===== config.mk =====
export PLATFORM = sky130hd
export DESIGN_NAME = sc_reg_counter_general
export DESIGN_NICKNAME = d
export VERILOG_FILES = /design/src/rtl/sc_reg_counter_general.sv
export SDC_FILE = /design/constraint.sdc
export NUM_CORES = 1
export LEC_CHECK = 0
export ABC_CLOCK_PERIOD_IN_PS = 5050
export BUFFER_PORTS_ARGS = -buffer_cell sky130_fd_sc_hd__buf_2
export CORE_MARGIN = 8
export CORE_UTILIZATION = 55
export DETAILED_ROUTE_END_ITERATION = 10
export PLACE_DENSITY = 0.94
export SLEW_MARGIN = 25
export SYNTH_ARGS = -nofsm -noshare
export SYNTH_HDL_FRONTEND = slang
export SYNTH_SLANG_ARGS = --single-unit

===== constraint.sdc =====
create_clock -name SC_RegGENERAL_CLOCK_50 -period 5.05 [get_ports SC_RegGENERAL_CLOCK_50]
set_input_delay 0.2525 -clock SC_RegGENERAL_CLOCK_50 [delete_from_list [all_inputs] [get_ports SC_RegGENERAL_CLOCK_50]]
set_output_delay 0.2525 -clock SC_RegGENERAL_CLOCK_50 [all_outputs]
set_load 0.02 [all_outputs]

===== src/rtl/sc_reg_counter_general.sv =====
// General-purpose up/down counter register with runtime limit, wrap/saturate mode,
// clear/load, enable prescaler, terminal-count pulse and sticky overflow flag.
module sc_reg_counter_general #(
    parameter int RegGENERAL_DATAWIDTH = 4,
    parameter int RegGENERAL_RESETVAL  = 0,
    parameter int RegGENERAL_PRESCALE  = 1
) (
    input  logic                            SC_RegGENERAL_CLOCK_50,
    input  logic                            SC_RegGENERAL_RESET_InHigh,
    input  logic                            SC_RegGENERAL_clear_InHigh,
    input  logic                            SC_RegGENERAL_load_InHigh,
    input  logic [RegGENERAL_DATAWIDTH-1:0] SC_RegGENERAL_load_InBUS,
    input  logic                            SC_RegGENERAL_enable_InHigh,
    input  logic                            SC_RegGENERAL_upnDown_InHigh,
    input  logic                            SC_RegGENERAL_sat_InHigh,
    input  logic [RegGENERAL_DATAWIDTH-1:0] SC_RegGENERAL_limit_InBUS,
    output logic [RegGENERAL_DATAWIDTH-1:0] SC_RegGENERAL_data_OutBUS,
    output logic                            SC_RegGENERAL_tc_OutHigh,
    output logic                            SC_RegGENERAL_ovf_OutHigh
);

    localparam int W  = RegGENERAL_DATAWIDTH;
    localparam int PW = (RegGENERAL_PRESCALE > 1) ? $clog2(RegGENERAL_PRESCALE) : 1;
    localparam logic [W-1:0]  RESET_VAL = W'(RegGENERAL_RESETVAL);
    localparam logic [W-1:0]  ZERO      = {W{1'b0}};
    localparam logic [W-1:0]  ONE       = W'(1'b1);
    localparam logic [PW-1:0] PRE_ZERO  = {PW{1'b0}};
    localparam logic [PW-1:0] PRE_ONE   = PW'(1'b1);
    localparam logic [PW-1:0] PRE_LAST  = PW'(RegGENERAL_PRESCALE - 1);

    logic [W-1:0]  data_r, data_next_s, step_data_s;
    logic [PW-1:0] pre_r, pre_next_s;
    logic          tc_r, tc_next_s;
    logic          ovf_r, ovf_next_s;
    logic          step_hit_s;

    // Value a single step would produce from the current count; a value above the
    // limit counts as "at the bound" going up and snaps to the limit going down.
    always_comb begin
        step_data_s = data_r;
        step_hit_s  = 1'b0;
        if (SC_RegGENERAL_upnDown_InHigh) begin
            if (data_r < SC_RegGENERAL_limit_InBUS) begin
                step_data_s = data_r + ONE;
            end else begin
                step_data_s = SC_RegGENERAL_sat_InHigh ? SC_RegGENERAL_limit_InBUS : ZERO;
                step_hit_s  = 1'b1;
            end
        end else begin
            if (data_r > SC_RegGENERAL_limit_InBUS) begin
                step_data_s = SC_RegGENERAL_limit_InBUS;
            end else if (data_r == ZERO) begin
                step_data_s = SC_RegGENERAL_sat_InHigh ? ZERO : SC_RegGENERAL_limit_InBUS;
                step_hit_s  = 1'b1;
            end else begin
                step_data_s = data_r - ONE;
            end
        end
    end

    // Next-state selection: clear > load > prescaled step > hold.
    always_comb begin
        data_next_s = data_r;
        pre_next_s  = pre_r;
        tc_next_s   = 1'b0;
        ovf_next_s  = ovf_r;
        if (SC_RegGENERAL_clear_InHigh) begin
            data_next_s = RESET_VAL;
            pre_next_s  = PRE_ZERO;
            ovf_next_s  = 1'b0;
        end else if (SC_RegGENERAL_load_InHigh) begin
            data_next_s = SC_RegGENERAL_load_InBUS;
            pre_next_s  = PRE_ZERO;
        end else if (SC_RegGENERAL_enable_InHigh) begin
            if (pre_r == PRE_LAST) begin
                pre_next_s  = PRE_ZERO;
                data_next_s = step_data_s;
                tc_next_s   = step_hit_s;
                ovf_next_s  = ovf_r | step_hit_s;
            end else begin
                pre_next_s  = pre_r + PRE_ONE;
            end
        end else begin
            pre_next_s = pre_r;
        end
    end

    // State and output registers.
    always_ff @(posedge SC_RegGENERAL_CLOCK_50 or posedge SC_RegGENERAL_RESET_InHigh) begin
        if (SC_RegGENERAL_RESET_InHigh) begin
            data_r <= RESET_VAL;
            pre_r  <= PRE_ZERO;
            tc_r   <= 1'b0;
            ovf_r  <= 1'b0;
        end else begin
            data_r <= data_next_s;
            pre_r  <= pre_next_s;
            tc_r   <= tc_next_s;
            ovf_r  <= ovf_next_s;
        end
    end

    assign SC_RegGENERAL_data_OutBUS = data_r;
    assign SC_RegGENERAL_tc_OutHigh  = tc_r;
    assign SC_RegGENERAL_ovf_OutHigh = ovf_r;

endmodule


### Word-level counts from Yosys, hierarchy flattened

Index checks and enable logic that the tools add are counted.

* bits in registers: 7
* bits of input ports: 15
* output and inout bits: 6
* logic and storage cells: 44

* add/subtract/negate cells: 3
* magnitude comparators: 2
* eq/ne operators: 3
* multiplexer cells: 26
* bitwise operators: 1
* reduce and logical (&&, ||, !) cells: 5

Operators by type and width (count)
* 4-bit 2-to-1 mux: 10
* 1-bit 2-to-1 mux: 16
* 4-bit by 1-bit adder with 4-bit output, second input constant: 1
* 4-bit > comparator: 1
* 4-bit zero test: 1
* 4-bit < comparator: 1
* 2-bit inequality test, second input constant: 2
* 4-bit by 1-bit subtractor with 4-bit output, second input constant: 1
* 3-bit inequality test, second input constant: 1
* 3-bit AND reduction: 1
* 3-bit nonzero test: 1
* 2-bit AND reduction: 1
* 2-bit nonzero test: 1
* 1-bit adder, second input constant: 1
* 1-bit OR: 1

### Longest topological paths before layout

Gate-level depths: netlist of run 1.

* depth after elaboration: 9
* gate-level depth with buffers: 7
* depth with buffers taken out: 7

### Least setup slack after synthesis of run 1

Ideal clock, no wire load.

* kind: register -> register
* start point: reg data_r[1] (netlist: SC_RegGENERAL_data_OutBUS[1])
* end point: reg data_r[1] (netlist: SC_RegGENERAL_data_OutBUS[1])
* arrival time: 1.759 ns
* slack: 3.162 ns
* cell stages (with the launch flop): 7
* clock period less this slack: 1.888 ns
* cell sequence: dfrtp_1 ha_1 nor2b_1 o211ai_1 a21boi_0 o211ai_1 nand3_1

* longest elaborated chain between the ends: 8
* elaborated cells on any way between the ends: 13
* classes of those cells: add/sub: 2; order compare: 2; mux: 8; reduce/logical: 1

Ends and longest elaborated chain
* start, declared: RTL line 31 `logic [W-1:0] data_r, data_next_s, step_data_s;`
* start signal, assigned: RTL line 96 `data_r <= data_next_s;`
* 4-bit by 1-bit subtractor with 4-bit output / 4-bit zero test (equally long branches): RTL line 56, 52
* 4-bit 2-to-1 mux: RTL line 52 `end else if (data_r == ZERO) begin`
* 4-bit 2-to-1 mux: RTL line 50 `if (data_r > SC_RegGENERAL_limit_InBUS) begin`
* 4-bit 2-to-1 mux (*): RTL line 42 `if (SC_RegGENERAL_upnDown_InHigh) begin`
* 4-bit 2-to-1 mux (*): RTL line 75 `if (pre_r == PRE_LAST) begin`
* 4-bit 2-to-1 mux (*): RTL line 74 `end else if (SC_RegGENERAL_enable_InHigh) begin`
* 4-bit 2-to-1 mux (*): RTL line 71 `end else if (SC_RegGENERAL_load_InHigh) begin`
* 4-bit 2-to-1 mux (*): RTL line 67 `if (SC_RegGENERAL_clear_InHigh) begin`

Mark *: on every way between the ends. The rest lies on a longest branch, timed or not. The select of a mux whose other input is x is not followed.
A chain may end at the register's enable or synchronous reset.

### Worst setup path in the final report of run 1

* start point: reg data_r[1] (netlist: SC_RegGENERAL_data_OutBUS[1])
* end point: reg data_r[2] (netlist: SC_RegGENERAL_data_OutBUS[2])

Same word-level chain as after synthesis.

==> impl_results.md, run 1 <==
- Sequential Power Share: 0.291
- Worst setup path class: register to register
- GRT Overall Usage: 0.162
- Post-synth EDFFs: 0
- Post-synth ARST share: 1.00
- Fin Clk Skew: 1.42 ps
- Sequential area share after synthesis: 0.197
- CTS Buf Count: 3
- Syn Std Cell Area: 761 µm²
- Setup Viol. Count Final: 0
- Clock latency at the later pin of the worst-skew pair: 260 ps
- Rows: 13
- P per Cell Area: 244 nW/µm²
- Clock root buffer master: clkbuf_4
- Final wirelength: 2270 µm
- Unique masters post-synth: 40
- Area share of the largest cell type after synthesis: 0.197
- FF-to-FF Start: SC_RegGENERAL_data_OutBUS[1]
- Post-CTS sizing: 0
- Final max-slew violation count: 0
- Slowest cell on crit path: dfrtp_1
- CP Capture Type: register
- LEAKAGE: 0.433 nW
- Min Tclk post-route: 2110 ps
- Total grt overflow: 0
- DRC Markers: 0
- Combinational power share: 0.483
- Final Non-Filler Cells: 136
- Layout cell share with drive strength beyond 1: 0.240
- Io pins: 21
- H-tree levels: 1
- Crit path cell chain: ha_1, nor2b_1, o211ai_1, a21boi_0, o211ai_1, nand3_1
- Critical Path Start: SC_RegGENERAL_data_OutBUS[1]
- Core Footprint: 1300 µm²
- Final Util: 0.684
- Vias in the first global route: 803
- Reg2Reg Capture Point: SC_RegGENERAL_data_OutBUS[2]
- Max rail drop VDD: 0.217 mV
- Detail Placement HPWL: 1750 µm
- Placer congestion estimate: 0.907
- Avg Cell Area, Syn: 7.68 µm²
- Yosys reg bits: 6
- Port-buffer cells: 20
- Post-placement cell count: 132
- Vias: 882
- CTS clock-pin slew for the worst setup and hold paths: 50 ps
- Diode count: 0
- Max Fclk: 473 MHz
- Die X: 53.2 µm
- # clock sinks: 6
- Most common cell on crit path: o211ai_1
- Top post-synthesis cells by area: dfrtp_1, ha_1, o211ai_1
- Clock buffer depth: 2
- Tot Pwr: 0.217 mW
- Nets: 144
- Cells after synthesis: 99
- Reg2Reg Setup Slack: 2940 ps
- CTS tree: done
- Most used DFF post-synth: dfrtp_1
- Largest net degree at the start of global routing: 14
- Setup TNS: 0 ps
- Drt first-iter violations: 28
- Tcrit/Tclk final: 0.418
- Max Cap Viol: 0
- Sw power: 0.0956 mW
- Clock share of power: 0.226
- First-pass DRT Iterations: 6
- First-pass GRT wire length: 3500 µm
- Fin. Hold Viols: 0
- Least-Margin Pin Slew: 497 ps
- DR WL/cell: 16.7 µm
- Cells on worst reg2reg path: 6
- Internal: 0.121 mW
- WP data required: 5180 ps
- Top cells by count, synth: a21oi_1, inv_1, nor2_1
- Die H: 53.2 µm
- Crit path arrival time: 2240 ps
- CP max FO: 8
- Synth warnings: 0
- Run status: completed
- Worst Setup EP: SC_RegGENERAL_data_OutBUS[2]
- Initial antenna violation count: 0
- Layout area overhead: 16.9%
- Max_slew headroom: 0.667
- RSZ-0062 raised after global routing: false
- Switch share: 0.441
- Hold Crit Class: input port to register
- Startpoint types: register
- Die ar.: 2830 µm²
- Syn nets: 120
- Antenna-violating nets left: 0
- Initial Utilization: 0.585
- Yosys top cell by area: dfrtp_1
- Drt via density: 6.49
- CP max stage delay: 470 ps
==> per-stage QoR <==
stage                     cell area [µm²]  setup WS, ps  hold slack (ps)
after floorplan                       761          3160             43.5
after global placement                857          3130              171
after detailed placement              857          3010              179
after CTS                             890          3000              289
after global routing                  890          2790              287
final                                 890          2940              285
==> power groups by stage <==
| stage | sequential [mW] | clock (mW) | combinational, mW |
|---|---|---|---|
| final | 0.0630 | 0.0490 | 0.105 |
| after global routing | 0.0633 | 0.0533 | 0.116 |
| after CTS | 0.0624 | 0.0475 | 0.102 |
| after detailed placement | 0.0631 | 0 | 0.101 |
| after global placement | 0.0627 | 0 | 0.0979 |
| after floorplan | 0.0668 | 0 | 0.0669 |
==> worst max-delay path, delay by kind of cell (launching register included) <==
family          cells  cell delay (ps)
flops               1              470
fa+ha+maj           1              330
simple gates        2              260
compound gates      3              930
==> registers in the layout, indices dropped and copies added, names as in the netlist <==
name,cells
SC_RegGENERAL_data_OutBUS,4
SC_RegGENERAL_ovf_OutHigh,1
SC_RegGENERAL_tc_OutHigh,1
==> worst min-delay path by stage <==
stage                                      start                      endpoint  depth (start not counted)
finish              SC_RegGENERAL_limit_InBUS[0]  SC_RegGENERAL_data_OutBUS[0]                          3
global route        SC_RegGENERAL_limit_InBUS[0]  SC_RegGENERAL_data_OutBUS[0]                          3
CTS                 SC_RegGENERAL_limit_InBUS[0]  SC_RegGENERAL_data_OutBUS[0]                          3
detailed placement    SC_RegGENERAL_RESET_InHigh     SC_RegGENERAL_ovf_OutHigh                          2
global placement      SC_RegGENERAL_RESET_InHigh      SC_RegGENERAL_tc_OutHigh                          2
floorplan             SC_RegGENERAL_RESET_InHigh  SC_RegGENERAL_data_OutBUS[0]                          1
==> logic make-up after synthesis <==
logic type / synth area share
compound gates: 0.316
xor+xnor: 0.0230
fa+ha+maj: 0.0987
buf+inv: 0.0740
flops: 0.197
mux: 0.0132
simple gates: 0.278
==> layer usage <==
metal	track usage	share of wire	up-vias	routed length [µm]
met2	0.254	0.47	61	1060
met1	0.201	0.41	394	930
li1	-	-	418	-
met3	0.0616	0.11	9	247
met5	0	0	-	0
met4	0.0420	0.016	0	37
==> final cells by class <==
class                           count  area (µm²)
Clock buffer                        3        22.5
Fill cell                         120         412
Inverter                            9        33.8
Multi-Input combinational cell     82         554
Sequential cell                     6         150
Tap cell                           15        18.8
Timing Repair Buffer               21         110
==> cells in the final DEF, fill, tap and decap left out, drive strengths merged, types with 3 or more instances in the layout <==
cell type / instances
inv: 9
clkbuf: 3
nor2: 8
nand2: 5
dfrtp: 6
ha: 6
o211ai: 6
o21ai: 5
nand3: 4
nor2b: 4
a21oi: 9
buf: 20
nor3: 6
==> timing repair <==
action | 4_1_cts | 5_1_grt
endpoints found under the hold margin | 6 | 0
endpoints found under the setup margin | 0 | 0
hold buffers | 1 | 0
setup buffers | 0 | 0
(Power assumes the default switching activity.)
==> inputs of run 2 (changes only) <==
--- a/config.mk
+++ b/config.mk
@@ -5,12 +5,12 @@
 export SDC_FILE = /design/constraint.sdc
 export NUM_CORES = 1
 export LEC_CHECK = 0
-export ABC_CLOCK_PERIOD_IN_PS = 5050
+export ABC_CLOCK_PERIOD_IN_PS = 1700
 export BUFFER_PORTS_ARGS = -buffer_cell sky130_fd_sc_hd__buf_2
 export CORE_MARGIN = 8
-export CORE_UTILIZATION = 55
+export CORE_UTILIZATION = 46
 export DETAILED_ROUTE_END_ITERATION = 10
-export PLACE_DENSITY = 0.94
+export PLACE_DENSITY = 0.85
 export SLEW_MARGIN = 25
 export SYNTH_ARGS = -nofsm -noshare
 export SYNTH_HDL_FRONTEND = slang
==> constraint.sdc (replaced) <==
create_clock -name SC_RegGENERAL_CLOCK_50 -period 1.7 [get_ports SC_RegGENERAL_CLOCK_50]
set_input_delay 0.085 -clock SC_RegGENERAL_CLOCK_50 [delete_from_list [all_inputs] [get_ports SC_RegGENERAL_CLOCK_50]]
set_output_delay 0.085 -clock SC_RegGENERAL_CLOCK_50 [all_outputs]
set_load 0.02 [all_outputs]
==> run 2 against run 1 <==
The run now ends with setup timing left. Fmax is 23% higher. Final area is 17% higher. Utilization hardly changed. Final cell count is 5.9% higher. Power grew to 3.5 times the previous value. Critical path type unchanged. Largest power group unchanged.
==> impl_results.md, run 2 (synthesis results as in run 1) <==
- Commonest non-fill, non-tap cell in the layout: buf_2
- Final max-slew violation count: 0 (unchanged)
- Drt via density: 6.35 (-2.1%)
- Commonest cells after routing, fill and taps aside: buf_2, inv_1, nor2_1, o211ai_1
- Setup TNS: -25.3 ps (-25.3 ps)
- FF-to-FF Start: SC_RegGENERAL_data_OutBUS[1]
- Cell area after layout: 1040 µm² (+17%)
- Reg2Reg Setup Slack: -10 ps (-2950 ps)
- Max_slew headroom: 0.769 (+0.102)
- Vias: 914 (+3.6%)
- Initial antenna violation count: 0 (unchanged)
- Die ar.: 3210 µm² (+13%)
- Clock buffer depth: 2 (unchanged)
- Rows: 14 (+1)
- Largest net degree at the start of global routing: 14 (unchanged)
- Cells on worst reg2reg path: 6 (unchanged)
- First-pass GRT wire length: 4200 µm (+20%)
- Vias in the first global route: 924 (+15%)
- Fin Clk Skew: 9.51 ps (+8.09 ps)
- Hold endpoint: SC_RegGENERAL_data_OutBUS[0]
- Diode count: 0 (unchanged)
- Startpoint types: register
- Placer congestion estimate: 0.872 (-3.8%)
- Slowest cell on crit path: dfrtp_2
- Detail Placement HPWL: 1830 µm (+4.3%)
- Setup slack after layout: -13.0 ps (-2950 ps)
- Hold Crit Depth: 3 (unchanged)
- CP Buf/Inv Count: 0 (unchanged)
- Io pins: 21 (unchanged)
- CTS clock-pin slew for the worst setup and hold paths: 60 ps (about the same)
- Clock root buffer master: clkbuf_4
- GRT Overall Usage: 0.158 (-0.00308)
- Hold Crit Class: input port to register
- Hold_sp: SC_RegGENERAL_limit_InBUS[0]
- Clock latency at the later pin of the worst-skew pair: 260 ps (about the same)
- Fin. Hold Viols: 0 (unchanged)
- Least-Margin Pin Slew: 343 ps (-154 ps)
- Flip-flop count of the largest register after layout: 4 (unchanged)
- First-pass DRT Iterations: 4 (-2)
- RSZ-0062 raised after global routing: true
- Port-buffer cells: 20 (unchanged)
- Tcrit/Tclk final: 1.01 (+0.589)
- Layout area overhead: 37.0%
- Core Footprint: 1520 µm² (+17%)
- LEAKAGE: 0.468 nW (+8.2%)
- Die H: 56.7 µm (+6.5%)
- Crit path cell chain: ha_4, nor2b_4, o211a_4, o21ai_4, o311a_1, o32ai_1
- DRC Markers: 0 (unchanged)
- CP max stage delay: 430 ps (-40 ps)
- CTS tree: done
- Max Cap Viol: 0 (unchanged)
- Layout cell share with drive strength beyond 1: 0.391 (+0.151)
- # clock sinks: 6 (unchanged)
- Nets: 150 (+4.2%)
- H-tree levels: 1 (unchanged)
- Initial Utilization: 0.499 (-0.0854)
- Final wirelength: 2490 µm (+9.3%)
- P per Cell Area: 728 nW/µm² (+200%)
- Family with the most delay on the worst path: compound AO/OA/AOI/OAI gates
- Run status: complete, but fails checks
- CTS Buf Count: 3 (unchanged)
- DR WL/cell: 17.3 µm (+3.2%)
- Drt first-iter violations: 35 (+25%)
- CP Capture Type: register
- Die X: 56.7 µm (+6.5%)
- Total grt overflow: 0 (unchanged)
- Setup Viol. Count Final: 2 (+2)
- Failing checks: setup timing
- Min Tclk post-route: 1710 ps (-400 ps)
- Reg2Reg Capture Point: SC_RegGENERAL_data_OutBUS[3]
- Worst setup path class: register to register
- Placed cell areas: 922 µm² (+7.6%)
- Fillers: 135 (+13%)
- Crit path arrival time: 1830 ps (-410 ps)
- CP max FO: 5 (-3)
- Antenna-violating nets left: 0 (unchanged)
- Max rail drop VDD: 0.351 mV (+62%)
- Max Fclk: 584 MHz (+23%)
- WP data required: 1820 ps (-3360 ps)
run 2: worst min-delay path: stages:
cell and delay, ps:
buf_2 120, o21ai_1 70, a211oi_1 70
run 2: layer usage:
| layer | wire (µm) | vias up | global-route usage |
|---|---|---|---|
| met5 | 0 | - | 0 |
| met4 | 6 | 0 | 0.0412 |
| met3 | 267 | 4 | 0.0652 |
| met2 | 1180 | 49 | 0.246 |
| met1 | 1040 | 428 | 0.195 |
| li1 | - | 433 | - |
run 2: cell type report:
class | instances | area, µm² | share of cell area
multi-input combinational | 82 | 651 | 0.624
timing repair buffer | 27 | 159 | 0.152
inverter | 9 | 33.8 | 0.0324
sequential | 6 | 153 | 0.146
clock buffer | 4 | 26.3 | 0.0252
tap | 16 | 20.0 | 0.0192
run 2: worst max-delay path by stage:
stage / from / to / slack, ps / cells past startpoint
floorplan: SC_RegGENERAL_data_OutBUS[1] / SC_RegGENERAL_data_OutBUS[1] / -20 / 6
global placement: SC_RegGENERAL_data_OutBUS[1] / SC_RegGENERAL_data_OutBUS[1] / -30 / 6
detailed placement: SC_RegGENERAL_data_OutBUS[1] / SC_RegGENERAL_data_OutBUS[1] / -110 / 6
CTS: SC_RegGENERAL_data_OutBUS[1] / SC_RegGENERAL_data_OutBUS[3] / 9 / 7
global route: SC_RegGENERAL_data_OutBUS[1] / SC_RegGENERAL_data_OutBUS[3] / -80 / 7
finish: SC_RegGENERAL_data_OutBUS[1] / SC_RegGENERAL_data_OutBUS[3] / -10 / 6
run 2: power breakdown:
part,switching [mW],internal [mW]
combinational,0.245,0.192
sequential,0.0118,0.159
clock,0.0626,0.0896
run 2: repair_timing:
action	in CTS	in global routing
setup endpoints to repair	6	6
hold endpoints to repair	6	0
gates resized for setup	5	10
buffers inserted	1	0
hold buffers	1	0
pin swaps	3	9
run 2: stage by stage:
stage | setup slack, ps | power, mW | cells | hold WS, ps | util
after floorplan | -17.6 | 0.415 | 99 | -124 | -
after global placement | -33.5 | 0.521 | 138 | 20.8 | 0.605
after detailed placement | -111 | 0.533 | 138 | 17.5 | 0.605
after CTS | 9.05 | 0.710 | 144 | 113 | 0.649
after global routing | -79.8 | 0.817 | 144 | 106 | 0.684
final | -13.0 | 0.759 | 144 | 116 | 0.684
